### src/rtl/rockband_pkg.sv
// Shared types and constants for the Rock Band controller front end.
// Latency: n/a (types and constants only).
// Backpressure: n/a.
package rockband_pkg;

    // Per-lane debounce FSM states; level is 1 in HELD and RELEASE_WAIT.
    typedef enum logic [1:0] {
        IDLE         = 2'd0,
        PRESS_WAIT   = 2'd1,
        HELD         = 2'd2,
        RELEASE_WAIT = 2'd3
    } fret_state_t;

    // Five fret buttons: green, red, yellow, blue, orange.
    localparam int NUM_FRETS = 5;

    // System clock frequency; 500000 debounce cycles is 10 ms at this rate.
    localparam int CLK_HZ = 50_000_000;

endpackage

### src/rtl/fret_debounce_lane.sv
// One button lane: 2-flop synchroniser, stability counter and debounce FSM.
// Latency: level/pulse change DEBOUNCE_CYCLES+2 edges after the first sampling edge.
// Backpressure: none; free-running, pulses are single-cycle and unacknowledged.
module fret_debounce_lane
    import rockband_pkg::*;
#(
    parameter int DEBOUNCE_CYCLES = 500000
) (
    input  logic Clk,
    input  logic Reset,
    input  logic btn_raw,
    output logic level,
    output logic press,
    output logic release_p
);

    localparam int CW = $clog2(DEBOUNCE_CYCLES);
    localparam logic [CW-1:0] CNT_LAST = CW'(DEBOUNCE_CYCLES - 1);

    logic          sync_a;
    logic          sync_b;
    fret_state_t   state;
    fret_state_t   state_nxt;
    logic [CW-1:0] cnt;
    logic [CW-1:0] cnt_nxt;
    logic          press_q;
    logic          press_nxt;
    logic          release_q;
    logic          release_nxt;

    // Two-stage synchroniser; only sync_b is used by the FSM.
    always_ff @(posedge Clk) begin
        if (Reset) begin
            sync_a <= 1'b0;
            sync_b <= 1'b0;
        end else begin
            sync_a <= btn_raw;
            sync_b <= sync_a;
        end
    end

    // State, counter and edge pulses registered together so a pulse lands on the new level's first cycle.
    always_ff @(posedge Clk) begin
        if (Reset) begin
            state     <= IDLE;
            cnt       <= '0;
            press_q   <= 1'b0;
            release_q <= 1'b0;
        end else begin
            state     <= state_nxt;
            cnt       <= cnt_nxt;
            press_q   <= press_nxt;
            release_q <= release_nxt;
        end
    end

    // Next state: any reversal during a wait restarts from scratch; the counter exits at CNT_LAST so it never wraps.
    always_comb begin
        state_nxt   = state;
        cnt_nxt     = cnt;
        press_nxt   = 1'b0;
        release_nxt = 1'b0;
        case (state)
            IDLE: begin
                if (sync_b) begin
                    state_nxt = PRESS_WAIT;
                    cnt_nxt   = '0;
                end
            end
            PRESS_WAIT: begin
                if (!sync_b) begin
                    state_nxt = IDLE;
                    cnt_nxt   = '0;
                end else if (cnt == CNT_LAST) begin
                    state_nxt = HELD;
                    cnt_nxt   = '0;
                    press_nxt = 1'b1;
                end else begin
                    cnt_nxt = cnt + CW'(1);
                end
            end
            HELD: begin
                if (!sync_b) begin
                    state_nxt = RELEASE_WAIT;
                    cnt_nxt   = '0;
                end
            end
            RELEASE_WAIT: begin
                if (sync_b) begin
                    state_nxt = HELD;
                    cnt_nxt   = '0;
                end else if (cnt == CNT_LAST) begin
                    state_nxt   = IDLE;
                    cnt_nxt     = '0;
                    release_nxt = 1'b1;
                end else begin
                    cnt_nxt = cnt + CW'(1);
                end
            end
            default: begin
                state_nxt = IDLE;
                cnt_nxt   = '0;
            end
        endcase
    end

    assign level     = (state == HELD) || (state == RELEASE_WAIT);
    assign press     = press_q;
    assign release_p = release_q;

endmodule

### src/rtl/fret_debounce.sv
// Fret/strum input conditioner: per-lane debounced level plus press/release pulses.
// Latency: DEBOUNCE_CYCLES+2 edges from first sample to output; ORs add no cycle.
// Backpressure: none; outputs are free-running registered levels and pulses.
module fret_debounce
    import rockband_pkg::*;
#(
    parameter int LANES           = NUM_FRETS,
    parameter int DEBOUNCE_CYCLES = 500000
) (
    input  logic             Clk,
    input  logic             Reset,
    input  logic [LANES-1:0] btn_raw,
    output logic [LANES-1:0] fret_level,
    output logic [LANES-1:0] press_pulse,
    output logic [LANES-1:0] release_pulse,
    output logic             press_load,
    output logic             any_held
);

    for (genvar g = 0; g < LANES; g++) begin : g_lane
        fret_debounce_lane #(
            .DEBOUNCE_CYCLES(DEBOUNCE_CYCLES)
        ) u_lane (
            .Clk      (Clk),
            .Reset    (Reset),
            .btn_raw  (btn_raw[g]),
            .level    (fret_level[g]),
            .press    (press_pulse[g]),
            .release_p(release_pulse[g])
        );
    end

    // Shared "any note attempted" load and hold indicator, straight from registered lane bits.
    assign press_load = |press_pulse;
    assign any_held   = |fret_level;

endmodule

### config.mk
export PLATFORM = sky130hd
export DESIGN_NAME = fret_debounce
export DESIGN_NICKNAME = d
export VERILOG_FILES = /design/src/rtl/rockband_pkg.sv /design/src/rtl/fret_debounce_lane.sv /design/src/rtl/fret_debounce.sv
export SDC_FILE = /design/constraint.sdc
export NUM_CORES = 1
export LEC_CHECK = 0
export CAP_MARGIN = 20
export CORE_ASPECT_RATIO = 0.5
export CORE_MARGIN = 4
export CORE_UTILIZATION = 50
export DETAILED_ROUTE_END_ITERATION = 12
export PLACE_DENSITY_LB_ADDON = 0.1
export SETUP_SLACK_MARGIN = 0.05
export SYNTH_ARGS = -nofsm -noshare
export SYNTH_HDL_FRONTEND = slang
export SYNTH_SLANG_ARGS = --single-unit
### constraint.sdc
create_clock -name Clk -period 2 [get_ports Clk]
set_input_delay 0.2 -clock Clk [delete_from_list [all_inputs] [get_ports Clk]]
set_output_delay 0.2 -clock Clk [all_outputs]
set_load 0.01 [all_outputs]
==> results of run 1 <==
path summary, 6_finish.rpt:
path | from | to | slack (ns) | cells after the start
worst max register to register | g_lane[0].u_lane.cnt[18] | g_lane[0].u_lane.cnt[12] | 0.005 | 6
worst min-delay path | Reset | g_lane[1].u_lane.cnt[1] | 0.21 | 2
worst min register to register | g_lane[0].u_lane.sync_a | g_lane[0].u_lane.sync_b | 0.43 | 1
worst max-delay path | g_lane[0].u_lane.cnt[18] | g_lane[0].u_lane.cnt[12] | 0.005 | 6
power breakdown:
group / switching, mW / total, mW / internal (mW) / leakage [nW]
clock network: 1.07 / 2.85 / 1.78 / 0.271
logic: 0.119 / 0.188 / 0.0690 / 1.60
registers: 0.0136 / 2.52 / 2.51 / 1.01
Yosys cell counts, drive strengths merged (8+ instances only):
| master | n |
|---|---|
| dfxtp | 125 |
| nand2 | 81 |
| nor2 | 54 |
| a21oi | 50 |
| a31oi | 50 |
| nand3 | 44 |
| buf | 30 |
| nand4 | 29 |
| o21ai | 26 |
| nor3 | 23 |
| clkbuf | 17 |
| and3 | 16 |
| nor2b | 16 |
| mux2i | 14 |
| nor4b | 13 |
| a22o | 12 |
| inv | 11 |
| xor2 | 11 |
| and2 | 10 |
| and4 | 10 |
| a41oi | 8 |
layer usage:
metal	track usage	vias to the layer above	routed length [um]
met4	0.0651	0	136
met5	0	-	0
met1	0.274	2788	7330
met2	0.347	113	7020
li1	-	2928	-
met3	0.0392	16	572
cell type report:
class                      instances  area (um2)  share of cell area
inverter                          12        45.0             0.00574
timing repair buffer             115         980               0.125
clock buffer                      22         474              0.0605
clock inverter                     8        67.6             0.00861
multi-input combinational        556        3560               0.454
tap                              165         206              0.0263
sequential                       125        2510               0.320
through the flow:
stage | instance area (um2) | power (mW)
finish | 7840 | 5.56
floorplan | 6230 | 2.67
CTS | 7630 | 5.60
detailed placement | 7030 | 2.75
global placement | 7020 | 2.75
global route | 7840 | 5.75
kinds of logic (layout without fill, tap and decap cells):
family | after synthesis | in the layout
AO/OA/AOI/OAI | 181 | 181
adder cells (fa/ha/maj) | 5 | 5
flip-flops | 125 | 125
AND/OR/NAND/NOR | 338 | 338
XOR/XNOR | 18 | 18
buffers and inverters | 59 | 157
multiplexers | 14 | 14
registers in the layout, indices dropped and copies added, names as in the netlist, named ones only:
register and count:
g_lane.u_lane.press 5, g_lane.u_lane.sync_b 5, g_lane.u_lane.cnt 95, g_lane.u_lane.sync_a 5
g_lane.u_lane.release_p 5, g_lane.u_lane.state 5
what timing repair did:
item                                    in CTS  in global routing
gates cloned                                 0                  2
endpoints found under the setup margin      17                 45
pin swaps                                    5                  9
gates resized for setup                      8                 30
buffers inserted                             4                  3
==> results.md, run 1 <==
- Final nets: 839
- Final core occ: 0.655
- Largest net degree at the start of global routing: 32
- Pins Over Slew Limit: 0
- Die Span Y: 86.8 um
- Fraction of registers with async set/reset: 0
- Post-synth top area share: 0.403
- Worst path max stage delay: 0.56 ns
- First-pass GRT wire length: 24,900 um
- Setup WS pre-CTS: -0.0361 ns
- Skew final: 0.0103 ns
- Wirelength per Cell: 15.0 um
- Post-synth top flop: dfxtp_1
- Antenna diode count: 0
- Syn_nets: 752
- H-tree levels: 4
- Setup CP Type: reg -> reg
- Die area: 14,400 um2
- Post-Layout Cell Count: 1,003
- Drc violations: 0
- RSZ-0062 raised after global routing: true
- Post-synthesis sequential area ratio: 0.403
- Core Rows: 28
- GR Overflow Total: 0
- Fillcell total: 1,026
- Worst vdd ir: 0.461 mV
- Antenna-violating nets left: 0
- Worst Path Buf+Inv: 1
- Worst setup margin: 0.00524 ns
- Final hold violations: 0
- Worst EP arrival: 2.29 ns
- F_max: 501 MHz
- Initial DRC count: 325
- WHS: 0.205 ns
- Syn avg cell area: 8.40 um2
- Gate Count Post-Synth: 740
- Number of port buffers: 23
- First-pass DRT Iterations: 6
- Initial antenna violation count: 0
- Inserted Clock Buffers: 17
- CP top delay family: simple AND/OR/NAND/NOR gates
- Post-DP HPWL: 10,100 um
- Worst EP required: 2.29 ns
- Total negative slack: 0 ns
- Post-synthesis xor/xnor area fraction: 0.0254
- Hold_buf cts: 0
- Layout cells sized above 1: 0.196
- Worst path slowest cell: or4bb_4
- Static Leak: 2.89 nW
- Post-synth EDFFs: 0
- CTS Sinks: 125
- Final WL: 15,100 um
- Post-synth top area cell: dfxtp_1
- Commonest non-fill, non-tap cell in the layout: dfxtp_1
- CTS tree: built
- Largest family of logic cells by synthesized area: simple AND/OR/NAND/NOR gates
- GR Util All Layers: 0.206
- Final setup fails: 0
- Least-Margin Pin Slew: 0.965 ns
- PD cells: 709 nW/um2
- Clk Latency, worst-skew pair: 0.41 ns
- Most frequent cells in the layout: dfxtp_1, buf_4, nand2_1, nor2_1, a31oi_1
- Vias in the first global route: 5,329
- Area delta synth->final: 26.2%
- Synthesized area: 6210 um2
- Clock period minus worst slack: 1.99 ns
- Clock tree buffer depth: 2
- Worst hold path class: in -> reg
- Placed insts: 963
- Clk root buf: clkbuf_16
- Clock slew at reported path FFs: 0.06 ns
- Worst setup SP type: flop
- Final worst-path cycle share: 0.997
- Max-cap violations: 0
- Final Wtd Congestion: 0.830
- Total number of vias: 5,845
- Status: finished, final reports clean
- Synth top area cells: dfxtp_1, a31oi_1, nand2_1
- Yosys warning count: 0
- Core Footprint: 12,000 um2
- Simple-gate share of the synthesized area: 0.300
- Die W: 166 um
- I/O pins: 24
- Post-synthesis mux area share: 0.0225
- CP cell instances: or4bb_4, nor4_4, a211oi_4, buf_12, a21o_1, a22o_1
- Adder-Cell Fraction of Synth Area: 0.0101
- Synth unique cells: 61
- Worst Setup End Kind: flop
- Slew headroom: 0.352
- Initial Util: 0.519
- Synth Area in Compound Gates: 0.188
- Synth Register Bits: 125
- Vias/cell: 5.83
- CP max FO: 8
Note: power is estimated with default switching activity, not from simulation.
==> inputs of run 2 (changes only) <==
Settings changed: SETUP_SLACK_MARGIN 0.05 to 0.2.
Clock period 2 ns to 1.7 ns, I/O delays scaled along.
==> run 2 against run 1 <==
The flow now finishes with violations (setup timing). Global-route usage up 7.1 points. Sequential cell count is the same. Core utilization grew 20 points. Die area stayed put. Fmax shrank 3.8%. Combinational power is 63% higher. First-iteration DRC count up 130%. Setup slack worse by 0.38 ns. Sequential power up 17%. Via count is 22% higher.
==> results.md, run 2 (same netlist as run 1, synthesis figures left out) <==
- Status: complete, but fails checks
- Failing checks: setup timing
- Clk Latency, worst-skew pair: 0.42 ns (about the same)
- Sequential cell area: 2570 um2 (+2.3%)
- Final Wtd Congestion: 0.901 (+8.6%)
- F_max: 482 MHz (-3.8%)
- Wirelength per Cell: 20.5 um (+36%)
- GR Util All Layers: 0.277 (+0.0706)
- Skew final: 0.0109 ns (+0.000618 ns)
- Hold_buf cts: 0 (unchanged)
- Drc violations: 0 (unchanged)
- Worst EP arrival: 2.35 ns (+0.06 ns)
- Worst Path Buf+Inv: 3 (+2)
- Worst EP required: 1.98 ns (-0.31 ns)
- Worst vdd ir: 0.441 mV (-4.2%)
- GR Overflow Total: 0 (unchanged)
- Net Sw Power: 1.75 mW (+46%)
- Core Rows: 28 (unchanged)
- Vias/cell: 6.32 (+8.4%)
- Total negative slack: -10.72 ns (-10.72 ns)
- Post-Layout Cell Count: 1,133 (+13%)
- Setup CP Type: reg -> reg
- I/O pins: 24 (unchanged)
- Fillcell total: 550 (-46%)
- H-tree levels: 4 (unchanged)
- Commonest non-fill, non-tap cell in the layout: buf_4
- PD cells: 726 nW/um2 (+2.4%)
- RSZ-0062 raised after global routing: true
- CP top delay family: simple AND/OR/NAND/NOR gates
- Clk root buf: clkbuf_16
- Final hold violations: 0 (unchanged)
- Post-DP HPWL: 11,300 um (+13%)
- Initial Util: 0.519 (unchanged)
- Layout cells sized above 1: 0.489 (+0.293)
- Most flop-heavy register: g_lane.u_lane.cnt
- Final worst-path cycle share: 1.22 (+0.222)
- CP max FO: 5 (-3)
- Int Pwr: 5.69 mW (+31%)
- Sw Ratio: 0.236 (+0.0192)
- Worst setup margin: -0.373 ns (-0.378 ns)
- Sequential Power Share: 0.398 (-0.056)
- CP cell instances: or4bb_4, nor4_4, a211oi_4, buf_6, buf_12, buf_16, a21oi_2, a31oi_1
- Worst Setup End Kind: flop
- Clock period minus worst slack: 2.07 ns (+0.0785 ns)
- Total number of vias: 7,160 (+22%)
- Pins Over Slew Limit: 0 (unchanged)
- Most frequent cells in the layout: buf_4, dfxtp_1, nand2_1, nor2_1, a31oi_1
- Core Footprint: 12,000 um2 (unchanged)
- Worst hold path class: in -> reg
- Worst path slowest cell: or4bb_4
- Final core occ: 0.855 (+0.200)
- Antenna diode count: 0 (unchanged)
- Die area: 14,400 um2 (unchanged)
- Number of port buffers: 23 (unchanged)
- Initial DRC count: 756 (+130%)
- Static Leak: 3.87 nW (+34%)
- Die W: 166 um (unchanged)
- Inserted Clock Buffers: 17 (unchanged)
- Area occupied by multi-input gates: 4570 um2 (+28%)
- CTS Sinks: 125 (unchanged)
- First-pass GRT wire length: 32,700 um (+32%)
- Clock slew at reported path FFs: 0.06 ns (about the same)
- Largest net degree at the start of global routing: 27 (-16%)
- Area delta synth->final: 64.8%
- Worst setup SP type: flop
- Worst path max stage delay: 0.57 ns (about the same)
- Clock tree buffer depth: 2 (unchanged)
- Initial antenna violation count: 0 (unchanged)
- Vias in the first global route: 6,690 (+26%)
- Max reg flops: 95 (unchanged)
- Placed insts: 1,047 (+8.7%)
- Slew headroom: 0.348 (-0.00379)
- Final setup fails: 73 (+73)
- Die Span Y: 86.8 um (unchanged)
- First-pass DRT Iterations: 6 (unchanged)
- Clock Power Share: 0.561 (+0.049)
- Antenna-violating nets left: 0 (unchanged)
- CTS tree: built
- Logic gate share of total power: 0.041 (+0.007)
- Final WL: 23,200 um (+54%)
- Final nets: 967 (+15%)
- Max-cap violations: 0 (unchanged)
- Least-Margin Pin Slew: 0.971 ns (+0.00564 ns)
[run 2: final cells by class]
class	instances	area share
Inverter	12	0.00440
Multi-Input combinational cell	556	0.446
Sequential cell	125	0.251
Clock buffer	17	0.0415
Timing Repair Buffer	243	0.215
Clock inverter	15	0.0228
Tap cell	165	0.0202
[run 2: worst paths after layout]
path,from,end,slack [ns],cells after the start
worst max-delay path,g_lane[0].u_lane.cnt[12],g_lane[0].u_lane.cnt[7],-0.37,8
worst min-delay path,Reset,g_lane[2].u_lane.cnt[5],0.13,2
worst max register to register,g_lane[0].u_lane.cnt[12],g_lane[0].u_lane.cnt[7],-0.37,8
worst min register to register,g_lane[0].u_lane.sync_a,g_lane[0].u_lane.sync_b,0.44,1
[run 2: routing by layer]
layer | GRT usage | vias to the layer above | share of wire | routed length (um)
met2 | 0.495 | 392 | 0.49 | 11400
met4 | 0.130 | 0 | 0.038 | 892
met1 | 0.336 | 3456 | 0.40 | 9320
met3 | 0.0410 | 104 | 0.067 | 1570
met5 | 0 | - | 0 | 0
li1 | - | 3208 | - | -
[run 2: power by group through the flow]
stage	clock [mW]	combinational, mW	sequential, mW
after floorplan	0	0.122	3.03
after global placement	0	0.229	3.02
after detailed placement	0	0.231	3.02
after CTS	4.11	0.265	2.96
after global routing	4.30	0.320	2.96
final	4.17	0.306	2.96
[run 2: what timing repair did]
action                                  in CTS  in global routing
pin swaps                                   90                 64
endpoints found under the setup margin     119                115
gates cloned                                 9                  0
setup buffers                               29                 16
gates resized for setup                    189                111
[run 2: metrics by stage]
stage / hold slack, ns / power (mW) / worst slack, ns / instance area [um2]
CTS: 0.113 / 7.34 / -0.244 / 9580
finish: 0.128 / 7.44 / -0.373 / 10200
detailed placement: 0.428 / 3.26 / -0.302 / 7860
global route: 0.152 / 7.59 / -0.439 / 10200
floorplan: 0.298 / 3.15 / -0.187 / 6450
global placement: 0.418 / 3.25 / -0.252 / 7860
==> inputs of run 3 (changes only) <==
Settings changed: ABC_AREA set to 1, REMOVE_ABC_BUFFERS set to 1.
==> run 3 against run 2 <==
The run now ends clean. Largest cell class unchanged. Register-to-register slack improved by 0.50 ns. Sequential power about the same. Worst hold slack improved by 0.024 ns. Sequential cell count unchanged. Sequential share of layout area grew 3.2 points. Largest power group unchanged.
==> results.md, run 3 <==
- Antenna diode count: 0 (unchanged)
- Worst EP arrival: 1.89 ns (-0.46 ns)
- R2R setup slack: 0.13 ns (+0.50 ns)
- Crit path capture: g_lane[2].u_lane.cnt[8]
- CTS tree: built
- RR Startpoint: g_lane[2].u_lane.cnt[0]
- CTS Sinks: 125 (unchanged)
- Skew final: 0.00839 ns (-0.00249 ns)
- Commonest cells post-synth: nand2_1, nor2_1, dfxtp_1
- Global Route met2 Usage: 0.363 (-0.132)
- Clk root buf: clkbuf_16
- Final Wtd Congestion: 0.899 (-0.30%)
- Syn avg cell area: 6.43 um2 (-23%)
- Final nets: 1,166 (+21%)
- Die Span Y: 91.7 um (+5.6%)
- Most flop-heavy register: g_lane.u_lane.cnt
- Total number of vias: 7,131 (-0.41%)
- Top Usage Layer GRT: met2
- Worst EP required: 2.02 ns (+0.04 ns)
- Worst hold path class: in -> reg
- RSZ-0062 raised after global routing: true
- Post-Layout Cell Count: 1,359 (+20%)
- Met3 usage: 0.0527 (+0.0117)
- Initial Util: 0.515 (-0.00418)
- Inserted Clock Buffers: 17 (unchanged)
- Hold_buf cts: 0 (unchanged)
- Worst setup SP type: flop
- Worst reg2reg endpoint: g_lane[2].u_lane.cnt[8]
- Pins Over Slew Limit: 0 (unchanged)
- Post-synthesis sequential area ratio: 0.357 (-0.0457)
- Final hold violations: 0 (unchanged)
- M1 GR Usage: 0.287 (-0.0490)
- Final setup fails: 0 (-100%)
- I/O pins: 24 (unchanged)
- Number of port buffers: 23 (unchanged)
- PD cells: 806 nW/um2 (+11%)
- Max reg flops: 95 (unchanged)
- GR Util All Layers: 0.221 (-0.0558)
- Most Frequent Cell on Critical Path: buf_4
- Worst vdd ir: 0.669 mV (+52%)
- FF-to-FF path depth: 13 (+5)
- Synth unique cells: 44 (-28%)
- Fraction of registers with async set/reset: 0 (unchanged)
- Post-synth top flop: dfxtp_1
- CP cell instances: ha_4, nand2_4, nor2_4, buf_6, buf_4, buf_4, buf_4, buf_6, nand2_2, nand2_2, nand3_2, nand2_1, inv_1
- First-pass GRT wire length: 29,600 um (-9.7%)
- Layout cells sized above 1: 0.260 (-0.228)
- F_max: 636 MHz (+32%)
- Critical Path Start: g_lane[2].u_lane.cnt[0]
- Post-DP HPWL: 11,500 um (+1.2%)
- Most frequent cell after synthesis: nand2_1
- Synth Register Bits: 125 (unchanged)
- Drc violations: 0 (unchanged)
- Status: finished, final reports clean
- Worst path slowest cell: dfxtp_2
- First-pass DRT Iterations: 9 (+3)
- Post-synth EDFFs: 0 (unchanged)
- Core Rows: 30 (+7.1%)
- Antenna-violating nets left: 0 (unchanged)
- Worst path max stage delay: 0.35 ns (-0.22 ns)
- Vias in the first global route: 6,469 (-3.3%)
- Core Footprint: 13,600 um2 (+14%)
- Yosys warning count: 0 (unchanged)
- Total negative slack: 0 ns (+10.72 ns)
- Final WL: 18,200 um (-21%)
- Largest net degree at the start of global routing: 55 (+100%)
- Die area: 16,100 um2 (+12%)
- Initial DRC count: 368 (-51%)
- Final worst-path cycle share: 0.924 (-0.295)
- Gate Count Post-Synth: 1,090 (+47%)
- H-tree levels: 4 (unchanged)
- Commonest non-fill, non-tap cell in the layout: nand2_1
- CP max FO: 3 (-2)
- GR Overflow Total: 0 (unchanged)
- Least-Margin Pin Slew: 0.317 ns (-0.654 ns)
- Slew headroom: 0.787 (+0.439)
- Design Power: 7.30 mW (-1.8%)
- Vias/cell: 5.25 (-17%)
- Static Leak: 3.31 nW (-14%)
- Most frequent cells in the layout: nand2_1, inv_1, nor2_1, dfxtp_1, a21oi_1
- Post-synth top area cell: dfxtp_1
- Wirelength per Cell: 13.4 um (-35%)
- Clock slew at reported path FFs: 0.06 ns (about the same)
- Worst Setup End Kind: flop
- Clock tree buffer depth: 2 (unchanged)
- Synth top area cells: dfxtp_1, nand2_1, nor2_1
- Placed insts: 1,294 (+24%)
- Initial antenna violation count: 0 (unchanged)
- Synthesized area: 7010 um2 (+13%)
- Area delta synth->final: 29.3%
- Max-cap violations: 0 (unchanged)
- Die W: 175 um (+5.9%)
- Clock period minus worst slack: 1.57 ns (-0.502 ns)
- Setup CP Type: reg -> reg
- Clk Latency, worst-skew pair: 0.42 ns (about the same)
- Post-synth top area share: 0.357 (-0.0457)
[run 3: cell types whose count changed in the layout (fill, tap and decap cells not counted), moves of 20 or more]
cell     change
a21oi_1     +67
a21oi_2     -20
a31oi_1     -41
buf_4      -113
buf_6       -32
inv_1      +101
nand2_1    +221
nand3_1     +33
nor2_1      +55
nor2_4      +24
o21ai_0     +23
[run 3: what timing repair did]
| action | CTS | global route |
|---|---|---|
| endpoints found under the setup margin | 97 | 111 |
| pin swaps | 17 | 41 |
| resized for setup | 68 | 169 |
| gates cloned | 1 | 1 |
| buffers inserted | 20 | 11 |
[run 3: routing by layer]
| metal | vias to the layer above | wire length, um | share of wire |
|---|---|---|---|
| li1 | 3611 | - | - |
| met1 | 3318 | 8350 | 0.46 |
| met2 | 166 | 8670 | 0.47 |
| met3 | 36 | 856 | 0.047 |
| met4 | 0 | 368 | 0.020 |
| met5 | - | 0 | 0 |
[run 3: area by class of cell]
type / instances / area [um2]
Clock buffer: 19 / 443
Timing Repair Buffer: 90 / 808
Fill cell: 1138 / 4560
Sequential cell: 125 / 2560
Clock inverter: 13 / 166
Tap cell: 192 / 240
Multi-Input combinational cell: 793 / 4360
Inverter: 127 / 483
[run 3: where the power goes]
group	internal, mW	leakage (nW)	switching (mW)	total, mW
combinational	0.191	1.99	0.356	0.547
clock	2.35	0.290	1.42	3.77
sequential	2.96	1.03	0.0303	2.99
total	5.50	3.31	1.80	7.30
[run 3: per-stage QoR]
step           hold WS, ns  setup slack, ns  cell area [um2]  utilization
6_report             0.152            0.129             9060        0.665
5_1_grt              0.174           0.0708             9060        0.665
3_5_place_dp         0.398          -0.0968             7470        0.548
4_1_cts              0.166           0.0266             8460        0.621
2_1_floorplan        0.232         -0.00182             6720            -
3_3_place_gp         0.392          -0.0556             7470        0.548
[run 3: logic make-up (layout without fill, tap and decap cells)]
| kind of cell | count (synthesis) | after routing | share of synthesized area |
|---|---|---|---|
| buffers and inverters | 173 | 249 | 0.110 |
| xor gates and xnor gates | 19 | 19 | 0.0237 |
| AOI/OAI and AO/OA | 154 | 154 | 0.124 |
| and+or+nand+nor | 614 | 615 | 0.377 |
| adders and majority gates | 5 | 5 | 0.00892 |
| DFF | 125 | 125 | 0.357 |
[run 3: worst max-delay path: cells and delay by family, from the launching register on]
kind	cells	cell delay, ns
AND/OR/NAND/NOR	6	0.44
buffers and inverters	6	0.50
flip-flops	1	0.35
adder cells (fa/ha/maj)	1	0.16
[run 3: worst min path at each step]
stage / from / end / slack (ns) / cells after the start
2_1_floorplan: Reset / g_lane[3].u_lane.cnt[15] / 0.23 / 1
3_3_place_gp: g_lane[1].u_lane.sync_a / g_lane[1].u_lane.sync_b / 0.39 / 2
3_5_place_dp: g_lane[1].u_lane.sync_a / g_lane[1].u_lane.sync_b / 0.40 / 2
4_1_cts: Reset / g_lane[1].u_lane.cnt[9] / 0.17 / 3
5_1_grt: Reset / g_lane[1].u_lane.cnt[9] / 0.17 / 3
6_report: Reset / g_lane[1].u_lane.cnt[9] / 0.15 / 3
